==> src/rtl/config_add_gate_ctrl.sv <==
// Clock-gating controller for an external adder: runs the low result bits gated
// (approximate) until a precise request arrives, then settles, serves, and re-gates when idle.
module config_add_gate_ctrl #(
  parameter int unsigned DATA_PATH_BITWIDTH = 32,
  parameter int unsigned CLKGATED_BITWIDTH  = 16,
  parameter int unsigned ADD_LAT            = 2,
  parameter int unsigned SWITCH_CYC         = 2,
  parameter int unsigned IDLE_LIMIT         = 8
) (
  input  logic                          clk,
  input  logic                          rst,
  input  logic                          in_valid,
  input  logic                          in_precise,
  input  logic [DATA_PATH_BITWIDTH-1:0] in_a,
  input  logic [DATA_PATH_BITWIDTH-1:0] in_b,
  output logic                          in_ready,
  output logic [DATA_PATH_BITWIDTH-1:0] add_a,
  output logic [DATA_PATH_BITWIDTH-1:0] add_b,
  output logic                          add_en,
  input  logic [DATA_PATH_BITWIDTH-1:0] add_c,
  output logic                          out_valid,
  output logic                          out_precise,
  output logic [DATA_PATH_BITWIDTH-1:0] out_c
);

  localparam int unsigned SW_W   = $clog2(SWITCH_CYC + 1);
  localparam int unsigned IDLE_W = $clog2(IDLE_LIMIT + 1);
  localparam logic [DATA_PATH_BITWIDTH-1:0] HIGH_MASK =
    {{(DATA_PATH_BITWIDTH - CLKGATED_BITWIDTH){1'b1}}, {CLKGATED_BITWIDTH{1'b0}}};

  typedef enum logic [1:0] {
    ST_GATED,
    ST_SWITCH,
    ST_PRECISE
  } state_e;

  typedef struct packed {
    logic valid;
    logic precise;
  } tag_t;

  state_e                   state_q, state_d;
  logic [SW_W-1:0]          sw_cnt_q, sw_cnt_d;
  logic [IDLE_W-1:0]        idle_cnt_q, idle_cnt_d;
  logic                     add_en_q;
  tag_t [ADD_LAT-1:0]       tag_q, tag_d;
  tag_t                     out_tag;
  logic                     accept;
  logic                     pipe_busy;

  assign add_a  = in_a;
  assign add_b  = in_b;
  assign add_en = add_en_q;
  assign accept = in_valid & in_ready;

  always_comb begin
    pipe_busy = 1'b0;
    for (int i = 0; i < int'(ADD_LAT); i++) pipe_busy = pipe_busy | tag_q[i].valid;
  end

  // NOTE: every signal written here gets a default first, so no path can infer a latch.
  always_comb begin
    state_d    = state_q;
    sw_cnt_d   = sw_cnt_q;
    idle_cnt_d = idle_cnt_q;
    in_ready   = 1'b0;
    unique case (state_q)
      ST_GATED: begin
        in_ready   = !in_precise;
        sw_cnt_d   = '0;
        idle_cnt_d = '0;
        if (in_valid && in_precise) state_d = ST_SWITCH;
      end
      ST_SWITCH: begin
        if (sw_cnt_q == SW_W'(SWITCH_CYC - 1)) begin
          state_d    = ST_PRECISE;
          sw_cnt_d   = '0;
          idle_cnt_d = '0;
        end else begin
          sw_cnt_d = sw_cnt_q + 1'b1;
        end
      end
      ST_PRECISE: begin
        in_ready = 1'b1;
        if (in_valid) begin
          idle_cnt_d = '0;
        end else if (idle_cnt_q == IDLE_W'(IDLE_LIMIT)) begin
          // Only re-gate once nothing precise can still be in the adder.
          if (!pipe_busy) state_d = ST_GATED;
        end else begin
          idle_cnt_d = idle_cnt_q + 1'b1;
        end
      end
      default: state_d = ST_GATED;
    endcase
    if (rst) in_ready = 1'b0;
  end

  always_comb begin
    tag_d[0].valid   = accept;
    tag_d[0].precise = accept & in_precise;
    for (int i = 1; i < int'(ADD_LAT); i++) tag_d[i] = tag_q[i-1];
  end

  // NOTE: sequential state uses non-blocking assignments so every register samples pre-edge values.
  always_ff @(posedge clk) begin
    if (rst) begin
      state_q    <= ST_GATED;
      sw_cnt_q   <= '0;
      idle_cnt_q <= '0;
      add_en_q   <= 1'b0;
      tag_q      <= '0;
    end else begin
      state_q    <= state_d;
      sw_cnt_q   <= sw_cnt_d;
      idle_cnt_q <= idle_cnt_d;
      add_en_q   <= (state_d != ST_GATED);
      tag_q      <= tag_d;
    end
  end

  assign out_tag     = tag_q[ADD_LAT-1];
  assign out_valid   = out_tag.valid;
  assign out_precise = out_tag.valid & out_tag.precise;

  always_comb begin
    out_c = '0;
    if (out_tag.valid) out_c = out_tag.precise ? add_c : (add_c & HIGH_MASK);
  end

endmodule

==> config.mk <==
export PLATFORM = sky130hd
export DESIGN_NAME = config_add_gate_ctrl
export DESIGN_NICKNAME = d
export VERILOG_FILES = /design/src/rtl/config_add_gate_ctrl.sv
export SDC_FILE = /design/constraint.sdc
export NUM_CORES = 1
export LEC_CHECK = 0
export BUFFER_PORTS_ARGS = -buffer_cell sky130_fd_sc_hd__buf_2
export CAP_MARGIN = 20
export CORE_AREA = 4 4 76 78
export DETAILED_ROUTE_END_ITERATION = 6
export DIE_AREA = 0 0 80 82
export PLACE_DENSITY = 0.78
export SYNTH_ARGS = -nofsm -noshare
export SYNTH_HDL_FRONTEND = slang
export SYNTH_SLANG_ARGS = --single-unit
export TNS_END_PERCENT = 1
==> constraint.sdc <==
create_clock -name clk -period 2 [get_ports clk]
set_input_delay 0.1 -clock clk [delete_from_list [all_inputs] [get_ports clk]]
set_output_delay 0.1 -clock clk [all_outputs]
set_load 0.02 [all_outputs]
# Word-level counts from Yosys, hierarchy flattened
# Index checks and enable logic that the tools add are counted.
dict set report word_totals {
  regBits 13
  latchBits 0
  ram_bits 0
  mem_bits_ro 0
  in_bits 100
  output_inout_bits 100
  elab_cells 43
  n_memories 0
}
dict set report classes {
  n_addsub 2
  n_mul 0
  div 0
  n_lt_le_gt_ge 0
  n_eq_ne 6
  n_shift 0
  muxes 16
  bitwise 4
  n_reduce_logical 7
}
# op n
set ops {}
lappend ops {{2-to-1 mux 32 bit} 1}
lappend ops {{2-to-1 mux 16 bit} 1}
lappend ops {{2-to-1 mux 2 bit} 6}
lappend ops {{2-to-1 mux 4 bit} 3}
lappend ops {{one-hot mux 4 bit (3 select lines)} 1}
lappend ops {{one-hot mux 2 bit (3 select lines)} 1}
lappend ops {{adder 4 x 1 -> 4 bit, second input constant} 1}
lappend ops {{== test 2 x 1 -> 1 bit, second input constant} 2}
lappend ops {{== test 4 bit, second input constant} 1}
lappend ops {{one-hot mux 2 bit (2 select lines)} 1}
lappend ops {{nonzero test 2 bit} 2}
lappend ops {{bitwise AND 1 bit} 3}
lappend ops {{!= test 3 bit, second input constant} 1}
lappend ops {{AND reduction 3 bit} 1}
lappend ops {{nonzero test 3 bit} 1}
lappend ops {{adder 2 x 1 -> 2 bit, second input constant} 1}
lappend ops {{== test 2 bit, second input constant} 1}
lappend ops {{zero test 2 bit} 1}
lappend ops {{!= test 2 bit, second input constant} 1}
lappend ops {{one-hot mux 1 bit (2 select lines)} 1}
lappend ops {{logical AND 1 bit} 1}
lappend ops {{zero test 1 bit} 1}
lappend ops {{2-to-1 mux 1 bit} 1}
lappend ops {{bitwise OR 1 bit} 1}

# Logic depth before layout (Yosys ltp)
# Gate-level depths: netlist of run 1.
dict set report depth {
  ltp_word 6
  ltp_mapped 6
  depth_no_buf 6
}

# Least setup slack after synthesis of run 1
# OpenSTA, ideal clock, no wires.
dict set report synth_path {
  kind {reg2reg}
  from {reg idle_cnt_q[0]}
  to {reg idle_cnt_q[1]}
  setup_ns 0.087
  arrival_time_ns 1.430
  required_time_ns 1.913
  path_slack_ns 0.483
  path_stages_with_launch 7
  n_path_buf 0
  synth_period_minus_slack_ns 1.517
  path_cell_list {dfxtp_1 -> inv_1 -> ha_1 -> nor4bb_1 -> or2_1 -> a2111o_1 -> o31ai_1}
}
dict set report synth_between {
  elab_chain_len 4
  elab_cells_between_ends 7
  classes_between {add/sub: 1; eq/ne: 2; mux: 3; reduce/logical: 1}
}
# item line_no
set synth_lines {}
lappend synth_lines {{from (decl)} 44} ;# logic [IDLE_W-1:0] idle_cnt_q, idle_cnt_d;
lappend synth_lines {{from (signal assigned)} 116} ;# idle_cnt_q <= idle_cnt_d;
lappend synth_lines {{adder 4 x 1 -> 4 bit} 91} ;# idle_cnt_d = idle_cnt_q + 1'b1;
lappend synth_lines {{2-to-1 mux 4 bit} 87} ;# end else if (idle_cnt_q == IDLE_W'(IDLE_LIMIT)) begin
lappend synth_lines {{2-to-1 mux 4 bit} 85} ;# if (in_valid) begin
lappend synth_lines {{one-hot mux 4 bit (3 select lines)} 67} ;# unique case (state_q)
# Several ways; a longest one is shown, not always the timed one. The select of a mux whose other input is x is not followed.
# A chain may end at the register's enable or synchronous reset.

# Worst setup path after layout of run 1
# Ends and elaborated chain as after synthesis.

==> results by stage, run 1 <==
Global route:
- For this run, the total global-route usage over all layers was measured as 0.119.
- The total congestion overflow after global routing is 0.
- The number of global-route vias before repair came to 1031.
- The initial antenna violation count was 0.
- The maximum number of pins on one net before global-route repair is 26.
- The first global-routing pass estimated 5.99 mm of wire.

Logic synthesis:
- During synthesis, Yosys emitted a total of 0 warnings.
- Of the total synthesized cell area, the portion taken by XOR and XNOR cells is 0.
- In the synthesized netlist, the number of instances is 165.
- Sorting the synthesized cells by area gives the leading types as sky130_fd_sc_hd__buf_4, sky130_fd_sc_hd__dfxtp_1, sky130_fd_sc_hd__and2_1.
- The top flip-flop cell by instance count after synthesis is sky130_fd_sc_hd__dfxtp_1.
- After synthesis the cells add up to 1290 µm².
- The largest family of logic cells by synthesized area is buffers and inverters.
- Of the total synthesized cell area, the portion taken by AND, OR, NAND and NOR gates is 0.279.
- Of all flip-flops after synthesis, the portion carrying an async set or reset was 0.
- In this run, synthesis inferred 0 flip-flops with an integrated enable.
- Of the total synthesized cell area, the portion taken by full adders, half adders and majority gates is 0.0194.
- Of the post-synthesis cell area, the dominant cell type holds 0.372.
- The complex-gate fraction of the synthesized area is 0.0834.
- The number of nets handed over by synthesis was 267.
- Synthesis inferred 13 register bits.
- By count the netlist is led by sky130_fd_sc_hd__buf_4, sky130_fd_sc_hd__and2_1, sky130_fd_sc_hd__and3_1, sky130_fd_sc_hd__dfxtp_1.
- Of the synthesized area, sequential elements account for 0.202.
- The mux contribution to synthesized area is 0.
- Averaged over all synthesized cells, the footprint is 7.82 µm².
- The most common cell in the synthesized netlist is sky130_fd_sc_hd__buf_4.
- The cell type with the highest aggregate area in the netlist is sky130_fd_sc_hd__buf_4.
- The number of distinct library cell variants in the gate-level netlist after synthesis is 32.

Floorplan:
- The die span in x is 80 µm.
- The overall die area is 6560 µm².
- The floorplan step set the die height to 82 µm.
- The starting density of the core is 0.254.
- The number of placement rows is 26.
- The number of primary I/O pins is 200.
- The region available for standard cell placement spans 5070 µm².

Drt:
- The number of remaining DRC errors is 0.
- For this block, the initial DRC count from the detailed router was 45.
- The highest layer touched by signal routing is met4.
- After detailed routing, the average wire length per cell comes to 17.5 µm.
- In the routed layout, each cell is associated on average with a via count of 4.36.
- The total routed wirelength is 4.21 mm.
- The number of detailed-route iterations in the first pass is 4.
- The met2 wire length is 1.93 mm.
- The number of nets with antenna violations after detailed routing is 0.
- Summing over every cut layer, the via total after detailed routing is 1050.
- The detailed-routed wire length on met3 is 717 µm.
- In the final routing, the length of wire on met1 measures 1.49 mm.

Finish:
- The sequential standard cell area is 260 µm².
- At the end of the flow, the number of nets in the layout was 274.
- The number of antenna diodes in the final layout is 0.
- Relative to the synthesized area, the layout overhead comes to -1.75%.
- The area occupied by multi-input gates is 493 µm².
- Counting the fill cells in the layout gives 594.
- The share of post-route cells with drive strength above 1 is 0.456.

Placed design:
- The count of buffers added on input and output ports is 71.
- The wire-length estimate of the detail-placed layout is 3.62 mm.
- Prior to clock tree synthesis, the placed netlist has a worst setup slack of 405 ps.
- The final weighted congestion in routability-driven placement is 0.796.

Critical path:
- Traced cell by cell, the critical path runs through inv_1, ha_1, nor4bb_1, or2_1, a2111o_1, o31ai_1.
- In this design, the largest share of critical-path delay is due to compound AO/OA/AOI/OAI gates.
- For this design, the slowest cell found on the critical path is sky130_fd_sc_hd__a2111o_1.
- The element type at the critical path start is a flip-flop.
- The path type of the worst setup path is flip-flop to flip-flop.
- The number of buffers and inverters on the critical path is 1.
- The worst setup path is captured at a flip-flop.
- The longest individual stage delay on the worst path is 410 ps.
- The worst endpoint data arrival time is 1770 ps.
- For the worst setup path, the data required time is 2160 ps.
- Of all nets on the critical path, the largest fanout is 5.

Timing:
- The time the final worst path needs with I/O delays and setup is 1610 ps.
- For this run, the top clock speed supported by timing is 620 MHz.
- Setup total negative slack on the finished layout was measured at 0 ps.
- The headroom to the max-slew limit is 0.728.
- The number of hold-slack violations in the final timing report is 0.
- Setup violations remaining at the end of the flow were counted as 0.
- At the pin with the least slew margin, the transition time is 408 ps.
- The number of pins exceeding their max-slew limit in the final report was 0.
- Across the routed clock network, the largest skew measured is 2.93 ps.
- Dividing the final minimum period by the clock period gives 0.806.
- The final worst slack is 388 ps.
- Setup repair after global routing left no endpoint under its margin.

CTS:
- The clock network latency to the later pin of the worst-skew pair is 240 ps.
- The hold buffer count at cts is 0.
- The clock tree from TritonCTS is built.
- The clock net in this run drives a total of 13 sinks.
- Clock-pin slew was measured on the worst setup and hold paths at 50 ps.
- Once the clock tree was built, the resizer swapped 0 gates to a different size.
- In this run the number of H-tree levels came out at 1.
- The number of post-CTS setup repair buffers is 0.
- The clock buffer count from CTS is 3.
- In this run the deepest clock path goes through 2 buffers.
- The buffer cell driving the clock tree root is sky130_fd_sc_hd__clkbuf_8.

Hold path:
- The worst hold path belongs to the class input port to flip-flop.

Run:
- Across the run, the number of max-cap violations was 0.

Power and ir drop:
- The share of total power dissipated in sequential elements is 0.462.
- The total internal power is 450 µW.
- The fraction of power spent switching nets is 0.242.
- For this design the total switching power over the nets is 143 µW.
- Dividing total power by cell area gives a power density of 468 nW/µm².
- VDD sags by at most 0.421 mV.
- The combinational power share is 0.152.
- In this run the static leakage power is 0.000711 µW.
- The share of total power dissipated in the clock network is 0.386.

Run status:
- The run finished with clean final reports.
area by class of cell:
type	instances	area share
Clock buffer	4	0.0355
Inverter	5	0.0148
Multi-Input combinational cell	77	0.389
Sequential cell	13	0.205
Tap cell	70	0.0691
Timing Repair Buffer	72	0.286
worst register-to-register path, stage by stage, from the launching register on:
cell and delay (ps):
sky130_fd_sc_hd__dfxtp_1 400, sky130_fd_sc_hd__inv_1 70, sky130_fd_sc_hd__ha_1 190, sky130_fd_sc_hd__nor4bb_1 140, sky130_fd_sc_hd__or2_1 250, sky130_fd_sc_hd__a2111o_1 410
sky130_fd_sc_hd__o31ai_1 60
worst paths after layout:
| check | cells after the start | from | endpoint | slack, ps |
|---|---|---|---|---|
| setup / recovery | 6 | idle_cnt_q[0] | idle_cnt_q[1] | 390 |
| hold / removal | 2 | in_precise | tag_d[2] | 150 |
| setup reg to reg | 6 | idle_cnt_q[0] | idle_cnt_q[1] | 390 |
| hold reg to reg | 1 | tag_d[2] | out_tag[0] | 440 |
sequential cells by signal, indices dropped and copies added, names as in the netlist:
name,cells
sw_cnt_q,2
tag_d,2
out_tag,1
out_valid,1
add_en,1
idle_cnt_q,4
state_q,2
power groups by stage:
stage               logic [µW]  registers [µW]  clock network [µW]
finish                    89.9             274                 229
global route               100             275                 255
CTS                       91.6             274                 239
detailed placement        91.0             280                   0
global placement          90.5             279                   0
floorplan                  231             278                   0
metrics by stage:
step	instances	instance area, µm²	utilization	total power (µW)	hold WS (ps)
after floorplan	165	1290	-	509	192
after global placement	237	1220	0.241	370	200
after detailed placement	237	1220	0.241	371	200
after CTS	241	1270	0.250	604	142
after global routing	241	1270	0.250	631	151
final	241	1270	0.250	593	146
metal layers:
| metal | vias to the layer above | track usage |
|---|---|---|
| met5 | - | 0 |
| met4 | 0 | 0.0236 |
| met3 | 10 | 0.0833 |
| met2 | 84 | 0.191 |
| met1 | 467 | 0.129 |
| li1 | 489 | - |
placed cells by master, fill, tap and decap left out, types with 2 or more instances in the layout:
cell and n:
sky130_fd_sc_hd__ha_1 2, sky130_fd_sc_hd__clkbuf_8 3, sky130_fd_sc_hd__nor2b_1 3, sky130_fd_sc_hd__nand2_1 2, sky130_fd_sc_hd__nor2_1 5, sky130_fd_sc_hd__and2_1 18, sky130_fd_sc_hd__inv_1 5, sky130_fd_sc_hd__dfxtp_1 13
sky130_fd_sc_hd__a21oi_1 5, sky130_fd_sc_hd__nand2b_1 2, sky130_fd_sc_hd__buf_2 71, sky130_fd_sc_hd__nand3_1 2, sky130_fd_sc_hd__and3_1 17, sky130_fd_sc_hd__nor3_1 4
cells by family (layout without fill, tap and decap cells):
| kind of cell | count (synthesis) | after routing |
|---|---|---|
| buffers and inverters | 75 | 81 |
| and+or+nand+nor | 60 | 60 |
| AOI/OAI and AO/OA | 15 | 15 |
| DFF | 13 | 13 |
| adders and majority gates | 2 | 2 |
(Power assumes the default switching activity.)
==> run 2: changes to the inputs <==
Settings changed: ABC_AREA set to 1, CORE_AREA 4 4 76 78 to not set, CORE_ASPECT_RATIO set to 2, CORE_MARGIN set to 4, CORE_UTILIZATION set to 27, DIE_AREA 0 0 80 82 to not set, PLACE_DENSITY 0.78 to 0.83.
Clock period 2 ns to 1.3 ns, I/O delays scaled along.
==> results by stage, run 2 <==
Run status:
- The flow ran to the end, and the final reports show no timing, DRC or antenna violations.

Power and ir drop:
- Of the total power, the share spent switching nets is 0.257.
- The total net switching power is 238 µW.
- In this run the power density over the cells is 678 nW/µm².
- The power share of the sequential group is 0.447.
- The design draws 927 µW.
- The total internal power is 689 µW.
- VDD sags by at most 0.592 mV.
- The combinational power share is 0.161.
- The share of total power in the clock network is 0.392.
- The total leakage power is 0.00100 µW.

Logic synthesis:
- The fraction of the yosys area taken by sequential cells is 0.190.
- The mean instance size in the synthesized netlist is 6.11 µm².
- Sorting the synthesized cells by area gives the leading types as sky130_fd_sc_hd__buf_4, sky130_fd_sc_hd__dfxtp_1, sky130_fd_sc_hd__inv_1.
- The cell type with the highest aggregate area in the netlist is sky130_fd_sc_hd__buf_4.
- The area of the mapped netlist is 1370 µm².
- The cell count after synthesis came out at 224.
- Of the post-synthesis cell area, the dominant cell type holds 0.351.
- For this run, the leading register cell type out of synthesis is sky130_fd_sc_hd__dfxtp_1.
- Counting instances in the post-synthesis netlist gives the leading cell types as sky130_fd_sc_hd__buf_4, sky130_fd_sc_hd__inv_1, sky130_fd_sc_hd__nand2_1, sky130_fd_sc_hd__nor2_1, sky130_fd_sc_hd__dfxtp_1.
- The number of distinct library cell variants in the gate-level netlist after synthesis is 19.
- In this run, synthesis inferred 0 flip-flops with an integrated enable.
- The number of flip-flops and latches in the synthesized netlist is 13.
- The net count of the mapped netlist is 326.
- By instance count, the leading cell after synthesis is sky130_fd_sc_hd__buf_4.
- The number of warnings reported in the yosys synthesis log is 0.
- The fraction of synthesis flops using an asynchronous set or reset pin is 0.

Timing:
- Setup repair after global routing left no endpoint under its margin.
- The number of hold-slack violations in the final timing report is 0.
- At the pin with the least slew margin, the transition time is 260 ps.
- The total setup violations reported at the end of the flow is 0.
- The headroom to the max-slew limit is 0.826.
- The worst path in the final design needs a cycle of 1200 ps, including I/O delays and setup.
- The number of pins exceeding their max-slew limit in the final report is 0.
- Static timing analysis puts the maximum clock frequency at 831 MHz.
- The final setup TNS is 0 ps.
- The final worst clock skew is 3.45 ps.
- The final critical-path share of the clock period is 0.925.

Placed design:
- During placement, the flow inserted port buffers numbering 71.
- The final weighted congestion in routability-driven placement is 1.00.
- After legalization and detailed placement, the total HPWL measured 4.23 mm.

Drt:
- The routed via count divided by cell count is 4.30.
- In the final routed layout, each cell accounts on average for 16.3 µm.
- The number of remaining DRC errors is 0.
- The via total after detailed routing is 1250.
- The total routed wirelength is 4.74 mm.
- The iteration-0 DRC count of the detailed router is 29.
- Once detail routing completed, the nets flagged for antenna violations numbered 0.
- The pre-antenna-repair detailed-routing pass consisted of 4 iterations.

Finish:
- The number of fill cells is 537.
- The number of nets in the layout is 337.
- Counting flops per register, the top entry is idle_cnt_q.
- The area growth from synthesis to layout is -0.000146%.
- The repair_antennas step left the layout with diodes totalling 0.
- The most common cell after layout, fill and taps aside is sky130_fd_sc_hd__buf_2.
- Across the whole layout, storage elements account for 262 µm².
- The area occupied by multi-input gates is 432 µm².
- Of the cells placed in the final design, the portion with a size suffix greater than 1 is 0.372.
- In the layout the commonest cells are sky130_fd_sc_hd__buf_2, sky130_fd_sc_hd__inv_1, sky130_fd_sc_hd__nand2_1.
- The number of flip-flops under the largest register name is 4.

Critical path:
- For this run, the slowest stage of the critical path takes 380 ps.
- The worst register-to-register path ends at idle_cnt_q[0].
- The critical path contains buffers and inverters numbering 3 combined.
- The number of cell instances on the worst register-to-register path is 9.
- The critical path goes through buf_4, nand2_1, inv_1, buf_2.
- The path type of the worst setup path is flip-flop to primary output.
- Along the worst path, the maximum fanout reaches 17.
- Grouping stages by cell kind, the critical path spends the most delay in buffers and inverters.
- STA classifies the critical path startpoint as a flip-flop.
- STA classifies the critical path endpoint as a primary output.
- The reg-to-reg startpoint is idle_cnt_q[0].
- The required arrival time at the worst endpoint is 1240 ps.
- The slowest stage of the critical path belongs to the cell sky130_fd_sc_hd__dfxtp_1.
- In this run the register-to-register setup slack is 140 ps.
- Data arrives at the worst endpoint at 1140 ps.

CTS:
- The clock sink count is 13.
- The clock slew at the register clock pins of the worst setup and hold paths is 50 ps.
- The number of post-CTS setup repair buffers is 0.
- The maximum clock path buffer count is 2.
- The clock tree from TritonCTS is built.
- The buffer cell driving the clock tree root is sky130_fd_sc_hd__clkbuf_8.
- The depth of the CTS H-tree is 1.
- The clock network latency to the later pin of the worst-skew pair is 250 ps.
- In this run, CTS created clock tree buffers numbering 3.

Floorplan:
- The die covers 6340 µm².
- The die is 58.3 µm wide.
- The number of placement rows is 36.
- The overall die height is 109 µm.
- The core region is 4910 µm².
- The initial utilization of the core area, before any placement, comes to 0.279.
- The number of primary I/O pins is 200.

Global route:
- The global-route wire length before repair is 6.73 mm.
- The number of global-route vias before repair is 1238.
- The initial antenna violation count came to 0.
- In the global route stage, overall resource usage came out at 0.150.
- The maximum number of pins on one net before global-route repair is 18.
- The total congestion overflow after global routing is 0.

Hold path:
- The worst hold path begins at in_precise.
- In this run the worst hold path is classified as input port to flip-flop.
- The worst hold path passes through 3 cells.
- The end point of the most critical hold path is tag_d[2].

Run:
- Across the run, the number of max-cap violations was 0.
[run 2: changes by cell type after synthesis, moves of 2 or more]
cell,previous run,this run
sky130_fd_sc_hd__inv_1,5,49
sky130_fd_sc_hd__nand2_1,2,45
sky130_fd_sc_hd__nor2_1,5,27
sky130_fd_sc_hd__and2_1,18,1
sky130_fd_sc_hd__and3_1,17,0
sky130_fd_sc_hd__clkbuf_1,4,0
sky130_fd_sc_hd__nand3_1,2,6
sky130_fd_sc_hd__nor3_1,4,0
sky130_fd_sc_hd__a21oi_1,5,2
sky130_fd_sc_hd__nor2b_1,3,0
sky130_fd_sc_hd__buf_2,0,2
sky130_fd_sc_hd__nand2_2,1,3
sky130_fd_sc_hd__nand2b_1,2,0
sky130_fd_sc_hd__nand4_1,0,2
[run 2: cells by family (layout without fill, tap and decap cells)]
logic type | Yosys count | in the layout | synth area share
buffers and inverters | 117 | 127 | 0.504
and+or+nand+nor | 87 | 87 | 0.267
DFF | 13 | 13 | 0.190
AOI/OAI and AO/OA | 5 | 5 | 0.0201
adders and majority gates | 2 | 2 | 0.0183
[run 2: worst reg2reg max path: cells and delay by family (launching register included)]
kind / cells / cell delay [ps]
buf+inv: 2 / 100
simple gates: 6 / 460
fa+ha+maj: 1 / 180
flops: 1 / 350
[run 2: area by class of cell]
class / instances / share of cell area
multi-input combinational: 94 / 0.316
timing repair buffer: 73 / 0.271
sequential: 13 / 0.191
inverter: 50 / 0.137
tap: 57 / 0.0522
clock buffer: 4 / 0.0329
[run 2: worst max-delay path by stage]
stage | start | to | depth (start not counted)
after floorplan | out_valid | out_c[10] | 4
after global placement | idle_cnt_q[0] | idle_cnt_q[2] | 10
after detailed placement | idle_cnt_q[0] | idle_cnt_q[2] | 10
after CTS | out_valid | out_c[14] | 3
after global routing | out_valid | out_c[21] | 4
final | out_valid | out_c[24] | 4
[run 2: routing by layer]
metal / vias up / global-route usage / wire (µm)
li1: 592 / - / -
met4: 0 / 0.149 / 460
met1: 529 / 0.118 / 1140
met5: - / 0 / 0
met3: 51 / 0.122 / 1130
met2: 78 / 0.218 / 2000
[run 2: metrics by stage]
step	instances	hold slack (ps)	utilization	instance area, µm²	setup slack (ps)
floorplan	224	136	-	1370	94.6
global placement	287	130	0.266	1310	118
detailed placement	287	130	0.266	1310	86.0
CTS	291	28.3	0.275	1350	3.91
global route	291	39.7	0.279	1370	8.69
finish	291	28.3	0.279	1370	97.2
[run 2: what timing repair did]
action | in CTS | in global routing
resized for setup | 0 | 6
endpoints found under the hold margin | 0 | 0
hold buffers | 0 | 0
setup endpoints to repair | 0 | 18
[run 2: power by group through the flow]
| stage | sequential (µW) | combinational [µW] | clock (µW) |
|---|---|---|---|
| floorplan | 423 | 351 | 0 |
| global placement | 421 | 146 | 0 |
| detailed placement | 422 | 148 | 0 |
| CTS | 413 | 148 | 370 |
| global route | 415 | 168 | 390 |
| finish | 414 | 149 | 363 |
==> run 3: changes to the inputs <==
Settings changed: CORE_AREA set to 4 4 76 78, CORE_ASPECT_RATIO 2 to not set, CORE_MARGIN 4 to not set, CORE_UTILIZATION 27 to not set, DIE_AREA set to 0 0 80 82, PLACE_DENSITY 0.83 to 0.8, SKIP_LAST_GASP set to 1.
Clock period 1.3 ns to 1.5 ns, I/O delays scaled along.
==> results by stage, run 3 (synthesized netlist as in run 2, its figures left out) <==
Finish:
- The register with the most flip-flops in the layout has 4 of them.
- The layout has 607 filler cells.
- The repair_antennas step left the layout with diodes totalling 0.
- In the layout the commonest cells are sky130_fd_sc_hd__buf_2, sky130_fd_sc_hd__inv_1, sky130_fd_sc_hd__nand2_1.
- The sequential standard cell area is 260 µm².
- idle_cnt_q holds more flip-flops than any other register.
- Of the cells placed in the final design, the portion with a size suffix greater than 1 is 0.348.
- Summing all multi-input logic gate instances after layout gives 423 µm².
- The synthesis-to-finish area growth is -0.0915%.
- The number of nets in the layout is 336.
- The library cell used most frequently in the layout, excluding fill and tap cells, is sky130_fd_sc_hd__buf_2.
- The final instance area is 1370 µm².

Placed design:
- The worst setup slack before clock tree synthesis is 269 ps.
- The congestion estimate from routability-driven global placement came to 0.841.
- The placed instances occupy a cell area of 1320 µm².
- Input and output buffers added on the ports amount to 71.
- After legalization and detailed placement, the total HPWL measured 4.03 mm.

CTS:
- The clock network latency to the later pin of the worst-skew pair is 250 ps.
- TritonCTS built the clock tree.
- The clock slew at the register clock pins of the worst setup and hold paths is 50 ps.
- The clock sink count is 13.
- The clock passes through at most 2 buffers.
- In this run the number of H-tree levels came out at 1.
- The buffer cell driving the clock tree root is sky130_fd_sc_hd__clkbuf_8.
- The number of clock buffers added by TritonCTS is 3.

Global route:
- The initial antenna violation count is 0.
- The total routing resource utilization after global routing is 0.131.
- The total congestion overflow after global routing is 0.
- The number of global-route vias before repair is 1174.
- The first global-routing pass estimated 6.43 mm of wire.
- The maximum number of pins on one net before global-route repair is 18.

Floorplan:
- The die is 80 µm wide.
- The total core area is 5070 µm².
- The number of placement rows is 26.
- The initial utilization of the core area, before any placement, comes to 0.269.
- The overall die area is 6560 µm².
- The number of primary I/O pins is 200.
- The die is 82 µm tall.

Drt:
- The via total after detailed routing is 1218.
- The routed via count divided by cell count is 4.02.
- The first detailed-routing pass ran for 4 iterations.
- Summed over all layers, the routed wires come to 4.60 mm.
- In this run the remaining antenna-violating nets after routing total 0.
- In the routed design, unresolved DRC markers number 0.
- Dividing the detail-routed wire length by the instance count gives 15.2 µm.
- In this run, the number of DRC markers left after iteration 0 of detailed routing was 31.

Power and ir drop:
- Dividing total power by cell area gives a power density of 588 nW/µm².
- The total leakage power is 0.000997 µW.
- The largest vdd supply drop is 0.453 mV.

Timing:
- The number of hold-slack violations in the final timing report was 0.
- Setup violations remaining at the end of the flow were counted as 0.
- The final worst clock skew is 0.664 ps.
- Setup total negative slack on the finished layout was measured at 0 ps.
- Setup repair after global routing left no endpoint under its margin.
- The headroom to the max-slew limit is 0.822.
- The time the final worst path needs with I/O delays and setup is 1270 ps.
- Across all setup checks in the final design, the least slack found is 232 ps.
- The peak clock frequency supported by timing is 788 MHz.
- The number of pins exceeding their max-slew limit in the final report is 0.
- At the pin with the least slew margin, the transition time is 267 ps.
- Of the available clock period, the critical path in the final layout requires 0.846.

Critical path:
- The type of destination of the critical path is a primary output.
- The number of buffers and inverters on the critical path is 1.
- On the critical path, the stage with the largest delay is an instance of sky130_fd_sc_hd__dfxtp_1.
- The cell family contributing the most delay on the critical path is flip-flops.
- The required arrival time at the worst endpoint is 1420 ps.
- The worst endpoint data arrival time is 1190 ps.
- For this run, the slowest stage of the critical path takes 380 ps.
- The signal on the critical path passes through nand2_4, nor2_1, buf_2.
- STA classifies the critical path startpoint as a flip-flop.
- The maximum fanout count along the critical path is 17.
- The path type of the worst setup path is flip-flop to primary output.

Hold path:
- The type of the most critical hold path is input port to flip-flop.

Run status:
- The run finished with clean final reports.

Run:
- Across the run, the number of max-cap violations was 0.
[run 3: cell types whose count changed in the layout (fill, tap and decap cells not counted), sizes merged]
cell | previous run | this run
buf | 73 | 72
[run 3: layout make-up]
type,instances,area share
Sequential cell,13,0.190
Tap cell,70,0.0641
Multi-Input combinational cell,94,0.310
Timing Repair Buffer,72,0.266
Clock buffer,4,0.0330
Inverter,50,0.137
[run 3: per-stage QoR]
stage	hold WS, ps	std cells	utilization	power [µW]
after floorplan	146	224	-	671
after global routing	47.5	303	0.269	849
final	26.2	303	0.269	803
after CTS	26.3	303	0.268	813
after detailed placement	150	299	0.259	489
after global placement	150	299	0.259	487
[run 3: final timing paths]
check	from	endpoint	slack, ps	cells past startpoint
setup / recovery	out_valid	out_c[1]	230	3
hold reg to reg	tag_d[2]	out_tag[0]	400	2
setup reg to reg	idle_cnt_q[0]	idle_cnt_q[0]	260	8
hold / removal	in_precise	tag_d[2]	30	3
[run 3: where the power goes]
group	leakage (µW)	switching, µW	internal [µW]	total, µW
combinational	0.000869	67.5	56.0	123
clock	0.0000228	133	188	321
sequential	0.000105	5.99	352	358
[run 3: timing repair]
action                                  in CTS  in global routing
hold buffers                                 0                  0
gates resized for setup                      0                  1
endpoints found under the setup margin       0                  1
buffers inserted                             0                  0
[run 3: routing by layer]
layer,part of all wire,track usage,vias to the layer above
met2,0.43,0.193,101
met4,0.023,0.0524,0
met1,0.36,0.138,512
li1,-,-,591
met5,0,0,-
met3,0.19,0.103,14
[run 3: worst register-to-register path: stages (launching register included)]
cell,delay (ps)
sky130_fd_sc_hd__dfxtp_1,370
sky130_fd_sc_hd__inv_1,90
sky130_fd_sc_hd__ha_1,200
sky130_fd_sc_hd__nand2_1,60
sky130_fd_sc_hd__inv_1,50
sky130_fd_sc_hd__nand3_1,80
sky130_fd_sc_hd__nand2_1,100
sky130_fd_sc_hd__a21oi_1,140
sky130_fd_sc_hd__nor2_1,50
